--- src/rtl/fp_mant_div_seq_pkg.sv ---
// Shared FP divide constants and FSM state encoding for the sequential
// mantissa divider.
package fp_mant_div_seq_pkg;
  localparam int MW_DEF = 24;
  localparam int MANT_W = MW_DEF;
  localparam int QUOT_W = MW_DEF + 1;

  typedef enum logic {DIV_IDLE, DIV_RUN} div_state_t;
endpackage

--- src/rtl/fp_mant_div_seq_div_step.sv ---
// One restoring-division iteration: compare, conditionally subtract, shift left.
module div_step #(
  parameter int W = 25
) (
  input  logic [W-1:0] r,
  input  logic [W-1:0] d,
  output logic [W-1:0] r_next,
  output logic         qbit
);
  logic [W-1:0] diff;

  assign qbit   = (r >= d);
  assign diff   = qbit ? (r - d) : r;
  // diff < d keeps the top bit clear for non-zero d, so the shift loses nothing
  assign r_next = {diff[W-2:0], 1'b0};
endmodule

--- src/rtl/fp_mant_div_seq.sv ---
// Iterative restoring mantissa divider: quot = floor({a_mant, MW'b0} / b_mant),
// one quotient bit per clock, MSB first.
module fp_mant_div_seq
  import fp_mant_div_seq_pkg::*;
#(
  parameter int MW = MW_DEF
) (
  input  logic          clk,
  input  logic          rst_n,
  input  logic          start,
  input  logic [MW-1:0] a_mant,
  input  logic [MW-1:0] b_mant,
  output logic          busy,
  output logic          done,
  output logic [MW:0]   quot,
  output logic          sticky,
  output logic          dz
);
  localparam int CW = $clog2(MW + 1);
  localparam logic [CW-1:0] LAST = CW'(MW);

  div_state_t    state, state_d;
  logic [MW:0]   r, d, r_next;
  logic [CW-1:0] cnt;
  logic [MW-1:0] q_sr;
  logic          qbit, accept, last;

  div_step #(.W(MW + 1)) u_step (
    .r      (r),
    .d      (d),
    .r_next (r_next),
    .qbit   (qbit)
  );

  always_ff @(posedge clk or negedge rst_n) begin
    if (!rst_n) state <= DIV_IDLE;
    else        state <= state_d;
  end

  always_comb begin
    state_d = state;
    accept  = 1'b0;
    last    = 1'b0;
    case (state)
      DIV_IDLE: if (start) begin
        accept  = 1'b1;
        state_d = DIV_RUN;
      end
      DIV_RUN: if (cnt == LAST) begin
        last    = 1'b1;
        state_d = DIV_IDLE;
      end
      default: state_d = DIV_IDLE;
    endcase
  end

  assign busy = (state == DIV_RUN);

  always_ff @(posedge clk or negedge rst_n) begin
    if (!rst_n) begin
      r      <= '0;
      d      <= '0;
      cnt    <= '0;
      q_sr   <= '0;
      quot   <= '0;
      sticky <= 1'b0;
      dz     <= 1'b0;
      done   <= 1'b0;
    end else begin
      done <= last;
      if (accept) begin
        r    <= {1'b0, a_mant};
        d    <= {1'b0, b_mant};
        cnt  <= '0;
        q_sr <= '0;
        dz   <= 1'b0;
      end else if (state == DIV_RUN) begin
        r    <= r_next;
        cnt  <= cnt + 1'b1;
        q_sr <= {q_sr[MW-2:0], qbit};
        if (last) begin
          // zero divisor yields qbit=1 every step; remainder is meaningless, so force sticky
          quot   <= {q_sr, qbit};
          sticky <= (d == '0) | (|r_next);
          dz     <= (d == '0);
        end
      end
    end
  end
endmodule

--- config.mk ---
export PLATFORM = sky130hd
export DESIGN_NAME = fp_mant_div_seq
export DESIGN_NICKNAME = d
export VERILOG_FILES = /design/src/rtl/fp_mant_div_seq_pkg.sv /design/src/rtl/fp_mant_div_seq_div_step.sv /design/src/rtl/fp_mant_div_seq.sv
export SDC_FILE = /design/constraint.sdc
export NUM_CORES = 1
export LEC_CHECK = 0
export CAP_MARGIN = 10
export CORE_UTILIZATION = 30
export CTS_CLUSTER_SIZE = 28
export DETAILED_ROUTE_END_ITERATION = 6
export GPL_ROUTABILITY_DRIVEN = 0
export MAX_ROUTING_LAYER = met4
export PLACE_DENSITY_LB_ADDON = 0.1
export SETUP_SLACK_MARGIN = 0.4
export SYNTH_ARGS = -nofsm -noshare
export SYNTH_HDL_FRONTEND = slang
export SYNTH_SLANG_ARGS = --single-unit
--- constraint.sdc ---
create_clock -name clk -period 7.5 [get_ports clk]
set_input_delay 0.75 -clock clk [delete_from_list [all_inputs] [get_ports clk]]
set_output_delay 0.75 -clock clk [all_outputs]
set_load 0.05 [all_outputs]
==> metrics.txt, run 1 <==
Netlist cell types 66; DRC errors left 0; Seq/Total Area, Yosys between 40 and 50%; Buffers on Ports 79; First DRT Iteration DRCs 360; starting density of the core 30.7%; worst-margin pin slew approximately 1.1 ns; Routed WL about 17 mm; Die Ht between 100 and 150 µm; Setup WS pre-CTS roughly 4 ns; placed cells 993; num rows 52; Seq cells post-synth roughly 110; Post-Synth Adder-Cell Area about 5.5%; main combinational cell family by area after synthesis compound AO/OA/AOI/OAI gates; endpoints failing hold 0; Rel. slew slack between 20% and 30%; Filler Cell Count ~2,100; period utilisation layout between 40% and 50%; grt total ovfl 0; routed via count about 5,000; DP HPWL between 10 and 15 mm; clk root buf clkbuf_16; mux contribution to synthesized area 4.20%; DR vias/cell ~5; RSZ-0062 raised after global routing false; most common cell in the synthesized netlist nand2_1; antenna violations before repair 0; Synth async-reset ratio 100%; CTS tree built; Reg clk slew, reported paths 0.08 ns; maxcap violations 0; crit path DAT 3.66 ns; Synth Area in Simple Gates 18.7%; EDFF count, synth 0; hold buffer count at CTS 0; first-pass GRT wire length 27.7 mm; path type of the worst min-delay path in2async; Synth top area share 43.0%; cell taking the most area after synthesis dfrtp_1; # setup viols final 0; Die X 146 µm; R2R cell count 11; commonest register cell after synthesis dfrtp_1; Setup crit end kind flip-flop; post-route cell area 0.00744 mm²; synthesized area per cell around 9 µm²; Max Freq slightly below 0.3 GHz; Longest Clk Path Bufs 2; share of cells above drive strength 1 approximately 5.3%; P&R area growth vs syn 19.5%; Multi-input gate area ~0.0032 mm²; routed length per instance ~17 µm; Ys Warns 0; nets@finish between 800 and 900; die area approximately 0.021 mm²; Initial DRT Pass Iterations 4; Final TNS setup 0 ns; vias in the first global route slightly above 5,000; number of I/O pins 80; placed cell area between 0.007 and 0.008 mm²; Crit Path Category reg2reg; Slew Viols, Final 0; largest cells by area after synthesis dfrtp_1 (43%), nand2_1 (8.0%), ha_1 (5.2%), mux2i_1 (4.0%), a21oi_1 (3.7%); Post-Route Skew around 0.011 ns; Req. time, crit path between 7 and 8 ns; clock sinks roughly 110; Core ar. 0.0203 mm²; Final min period between 3 and 4 ns; antenna cells 0; most frequent cells after synthesis nand2_1 (133), dfrtp_1 (107), a21oi_1 (46), o21ai_0 (34), inv_1 (29); pin count of the biggest net entering global routing 60; critical path launch point type flip-flop; Setup WS post-layout around 4.1 ns; CTS Buf Count 9; Synth Cell Area roughly 0.0062 mm²; H-tree depth 3; FF+latch area between 0.002 and 0.003 mm²; post_cts resized 0; syn_nets ~760; crit path max fanout 38; post-synthesis compound-gate area fraction just under 20%; Clock Latency Late Sink around 0.36 ns; Tot GR Track Use roughly 17%; Mapped Cells slightly below 700; status finished clean; XOR/XNOR Fraction of Synth Area under 10%; Detail Route Antenna Nets 0; Post-CTS Setup Inserts 0; non-filler cells, final between 1,000 and 1,500
[kinds of logic after synthesis]
logic type | Yosys count
xor gates and xnor gates | 22
muxes | 26
DFF | 107
buffers and inverters | 71
and+or+nand+nor | 242
adders and majority gates | 27
AOI/OAI and AO/OA | 184
[flip-flops by register name (all words and copies together) (netlist names)]
register  count
r            25
dz            1
done          1
q_sr         24
busy          1
quot         25
sticky        1
cnt           5
d            24
[worst paths after layout]
check | from | end | slack, ns
min in group clk | quot[13]$_DFFE_PN0P_ | quot[13]$_DFFE_PN0P_ | 0.47
hold / removal | rst_n | quot[10]$_DFFE_PN0P_ | 0.45
setup reg to reg | d[15]$_DFFE_PN0P_ | sticky$_DFFE_PN0P_ | 4.08
max in group asynchronous | rst_n | busy$_DFF_PN0_ | 5.87
hold reg to reg | quot[13]$_DFFE_PN0P_ | quot[13]$_DFFE_PN0P_ | 0.47
setup / recovery | d[15]$_DFFE_PN0P_ | sticky$_DFFE_PN0P_ | 4.08
[metal layers]
metal / vias up / part of all wire, % / track usage (%)
met5: - / 0 / -
met4: 0 / 1.4 / 4.84
met3: 12 / 3.5 / 2.19
met2: 130 / 45 / 25.8
met1: 2460 / 51 / 23.9
li1: 2514 / - / -
[placed cells by master, fill, tap and decap left out, types with 2 or more instances in the layout]
cell type,instances
nand4_2,3
and2_1,2
inv_1,29
nor3_1,6
clkdlybuf4s50_1,78
xnor2_1,13
a211oi_1,23
nor2_1,23
nand3b_1,4
inv_6,4
o211ai_1,3
a21oi_1,46
o21ai_0,34
a21o_1,2
clkinv_8,2
a31oi_1,3
nand2_1,133
o21bai_1,2
nand4_1,8
o31ai_1,8
o221ai_1,2
mux2i_1,25
a22o_1,23
clkbuf_16,9
dfrtp_1,106
a211o_1,2
or3_1,2
buf_4,7
and4_1,2
o21ai_1,15
nand2b_1,6
nor4_1,12
ha_1,26
o21a_1,7
nor2b_1,24
nand3_1,3
and3_1,4
xor2_1,9
[critical path: stages (launching register included)]
cell	delay, ns
dfrtp_1	0.38
inv_1	0.09
ha_1	0.47
nand4_2	0.18
nor4_2	0.32
a41o_1	0.28
a2111oi_2	0.09
and3_1	0.15
buf_4	0.27
or4_4	0.60
a211oi_2	0.29
a31oi_1	0.12
[cell type report]
class	count	area share, %
timing repair buffer	85	11.2
tap	270	4.54
multi-input combinational	501	42.7
clock buffer	9	3.03
inverter	30	1.51
sequential	107	36.0
clock inverter	7	1.06
[per-stage QoR]
stage               utilization, %  hold slack, ns
floorplan                        -           0.440
global route                  36.7           0.505
CTS                           36.7           0.473
global placement              35.2           0.458
detailed placement            35.2           0.458
finish                        36.7           0.445
Power of run 1 is left out: the tool's default activity adds up to more than one toggle a clock period on the data nets, which glitch-free logic cannot reach.
==> run 2: changes to the inputs <==
clock period = 3.3 ns   (was 7.5 ns; I/O delays follow)
==> run 2 against run 1 <==
Global-route usage is 0.46 points higher. Register-to-register slack worse by 3.7 ns. Critical path type unchanged. Clock skew about the same. Highest routed layer unchanged.
==> metrics.txt, run 2 (synthesized netlist as in run 1, its figures left out) <==
crit path DAT 3.14 ns (was 3.66 ns); Die X 146 µm (unchanged); Reg clk slew, reported paths 0.08 ns (about the same); DR vias/cell 5.03 (was 5.07); Detail Route Antenna Nets 0 (unchanged); CTS Buf Count 9 (unchanged); reg-to-reg startpoint d[0]$_DFFE_PN0P_ (was d[15]$_DFFE_PN0P_); leading cell types in the layout, fill and taps excluded nand2_1 (133), dfrtp_1 (101), clkdlybuf4s50_1 (78) (was nand2_1 (133), dfrtp_1 (106), clkdlybuf4s50_1 (78)); Post-Route Skew 0.0102 ns (was 0.0105 ns); RSZ-0062 raised after global routing true (was false); Slew Viols, Final 0 (unchanged); Clock Latency Late Sink 0.37 ns (was 0.36 ns); critical path launch point type flip-flop (unchanged); DRC errors left 0 (unchanged); Worst R2R Setup Slack 0.40 ns (was 4.08 ns); Longest Clk Path Bufs 2 (unchanged); first-pass GRT wire length 28.2 mm (was 27.7 mm); Req. time, crit path 3.54 ns (was 7.73 ns); status finished clean (unchanged); P&R area growth vs syn 27.7% (was 19.5%); Max Freq 0.345 GHz (was 0.292 GHz); Routed WL 17.9 mm (was 17.1 mm); routed via count 5,182 (was 5,116); grt total ovfl 0 (unchanged); end of the worst register-to-register path sticky$_DFFE_PN0P_ (unchanged); most common cell after layout, fill and taps aside nand2_1 (unchanged); share of cells above drive strength 1 13.2% (was 5.28%); routed length per instance 17.3 µm (was 16.9 µm); maxcap violations 0 (unchanged); nets@finish 833 (was 812); Final min period 2.90 ns (was 3.42 ns); crit path max fanout 2 (was 38); clock sinks 107 (unchanged); Final TNS setup 0 ns (unchanged); endpoints failing hold 0 (unchanged); top flop regs quot: 25 flops, r: 25 flops (unchanged); Critical path origin d[0]$_DFFE_PN0P_ (was d[15]$_DFFE_PN0P_); Rel. slew slack 46.2% (was 26.8%); path type of the worst min-delay path in2async (unchanged); CTS tree built (unchanged); First DRT Iteration DRCs 415 (was 360); Core ar. 0.0203 mm² (unchanged); DP HPWL 12.9 mm (was 12.4 mm); number of I/O pins 80 (unchanged); vias in the first global route 5,100 (was 5,048); hold buffer count at CTS 0 (unchanged); Tot GR Track Use 17.5% (was 17.1%); period utilisation layout 87.9% (was 45.6%); antenna violations before repair 0 (unchanged); worst-margin pin slew 0.807 ns (was 1.10 ns); clk root buf clkbuf_16 (unchanged); H-tree depth 3 (unchanged); pin count of the biggest net entering global routing 62 (was 60); R2R cell count 11 (unchanged); Die Ht 146 µm (unchanged); num rows 52 (unchanged); die area 0.0213 mm² (unchanged); antenna cells 0 (unchanged); Initial DRT Pass Iterations 5 (was 4); Crit Path Category reg2reg (unchanged); # setup viols final 0 (unchanged); starting density of the core 30.7% (unchanged); Buffers on Ports 79 (unchanged); Setup crit end kind flip-flop (unchanged)
-- run 2: changes by cell type in the layout (fill, tap and decap cells not counted), moves of 3 or more --
cell	previous run	this run
inv_6	4	1
a21oi_1	46	43
ha_4	0	19
buf_4	7	26
mux2i_1	25	22
dfrtp_1	106	101
ha_1	26	6
dfrtp_2	1	6
mux2i_2	0	3
-- run 2: repair_timing --
action | 4_1_cts | 5_1_grt
setup endpoints to repair | 20 | 22
pin swaps | 5 | 20
gates resized for setup | 26 | 38
buffers inserted | 2 | 11
gates cloned | 0 | 0
-- run 2: worst max path at each step --
stage | slack, ns | to
floorplan | 0.56 | sticky$_DFFE_PN0P_
global placement | 0.19 | sticky$_DFFE_PN0P_
detailed placement | 0.17 | sticky$_DFFE_PN0P_
CTS | 0.40 | sticky$_DFFE_PN0P_
global route | 0.33 | sticky$_DFFE_PN0P_
finish | 0.40 | sticky$_DFFE_PN0P_
-- run 2: layout make-up --
class / instances / area, µm²
well taps: 270 / 338
flip-flops and latches: 107 / 2690
clock inverters: 7 / 75.1
multi-input cells: 501 / 3510
fillers: 2074 / 12300
repair buffers: 106 / 1010
inverters: 30 / 113
clock buffers: 9 / 225
-- run 2: worst max-delay path: stages (launching register included) --
cell      delay (ns)
dfrtp_1         0.44
ha_4            0.19
fa_2            0.36
nand2b_4        0.16
nand2b_1        0.07
a21o_1          0.14
xor2_1          0.08
nor4_1          0.34
nand2_1         0.10
or4_4           0.54
a211oi_2        0.26
a31oi_1         0.11
-- run 2: through the flow --
step	hold slack, ns	setup slack [ns]	cell area [µm²]	util [%]	instances
detailed placement	0.462	0.174	7210	35.5	1001
CTS	0.0901	0.402	7640	37.6	1019
global route	0.116	0.327	7950	39.2	1030
floorplan	0.0344	0.560	6230	-	679
finish	0.0544	0.398	7950	39.2	1030
global placement	0.459	0.190	7210	35.5	1001
-- run 2: per-layer routing --
metal  GRT usage [%]  vias up  routed length (µm)
met4            5.78        0                 288
met3            2.19       26                 718
li1                -     2560                   -
met2            26.3      130                7950
met1            24.5     2466                8910
met5               -        -                   0
Power of run 2 is left out for the same reason.
==> run 3: changes to the inputs <==
CAP_MARGIN = not set   (was 10)
==> results of run 3 <==
The final DEF is identical to that of run 2; final timing and power are the same.
Power of run 3 is left out for the same reason.
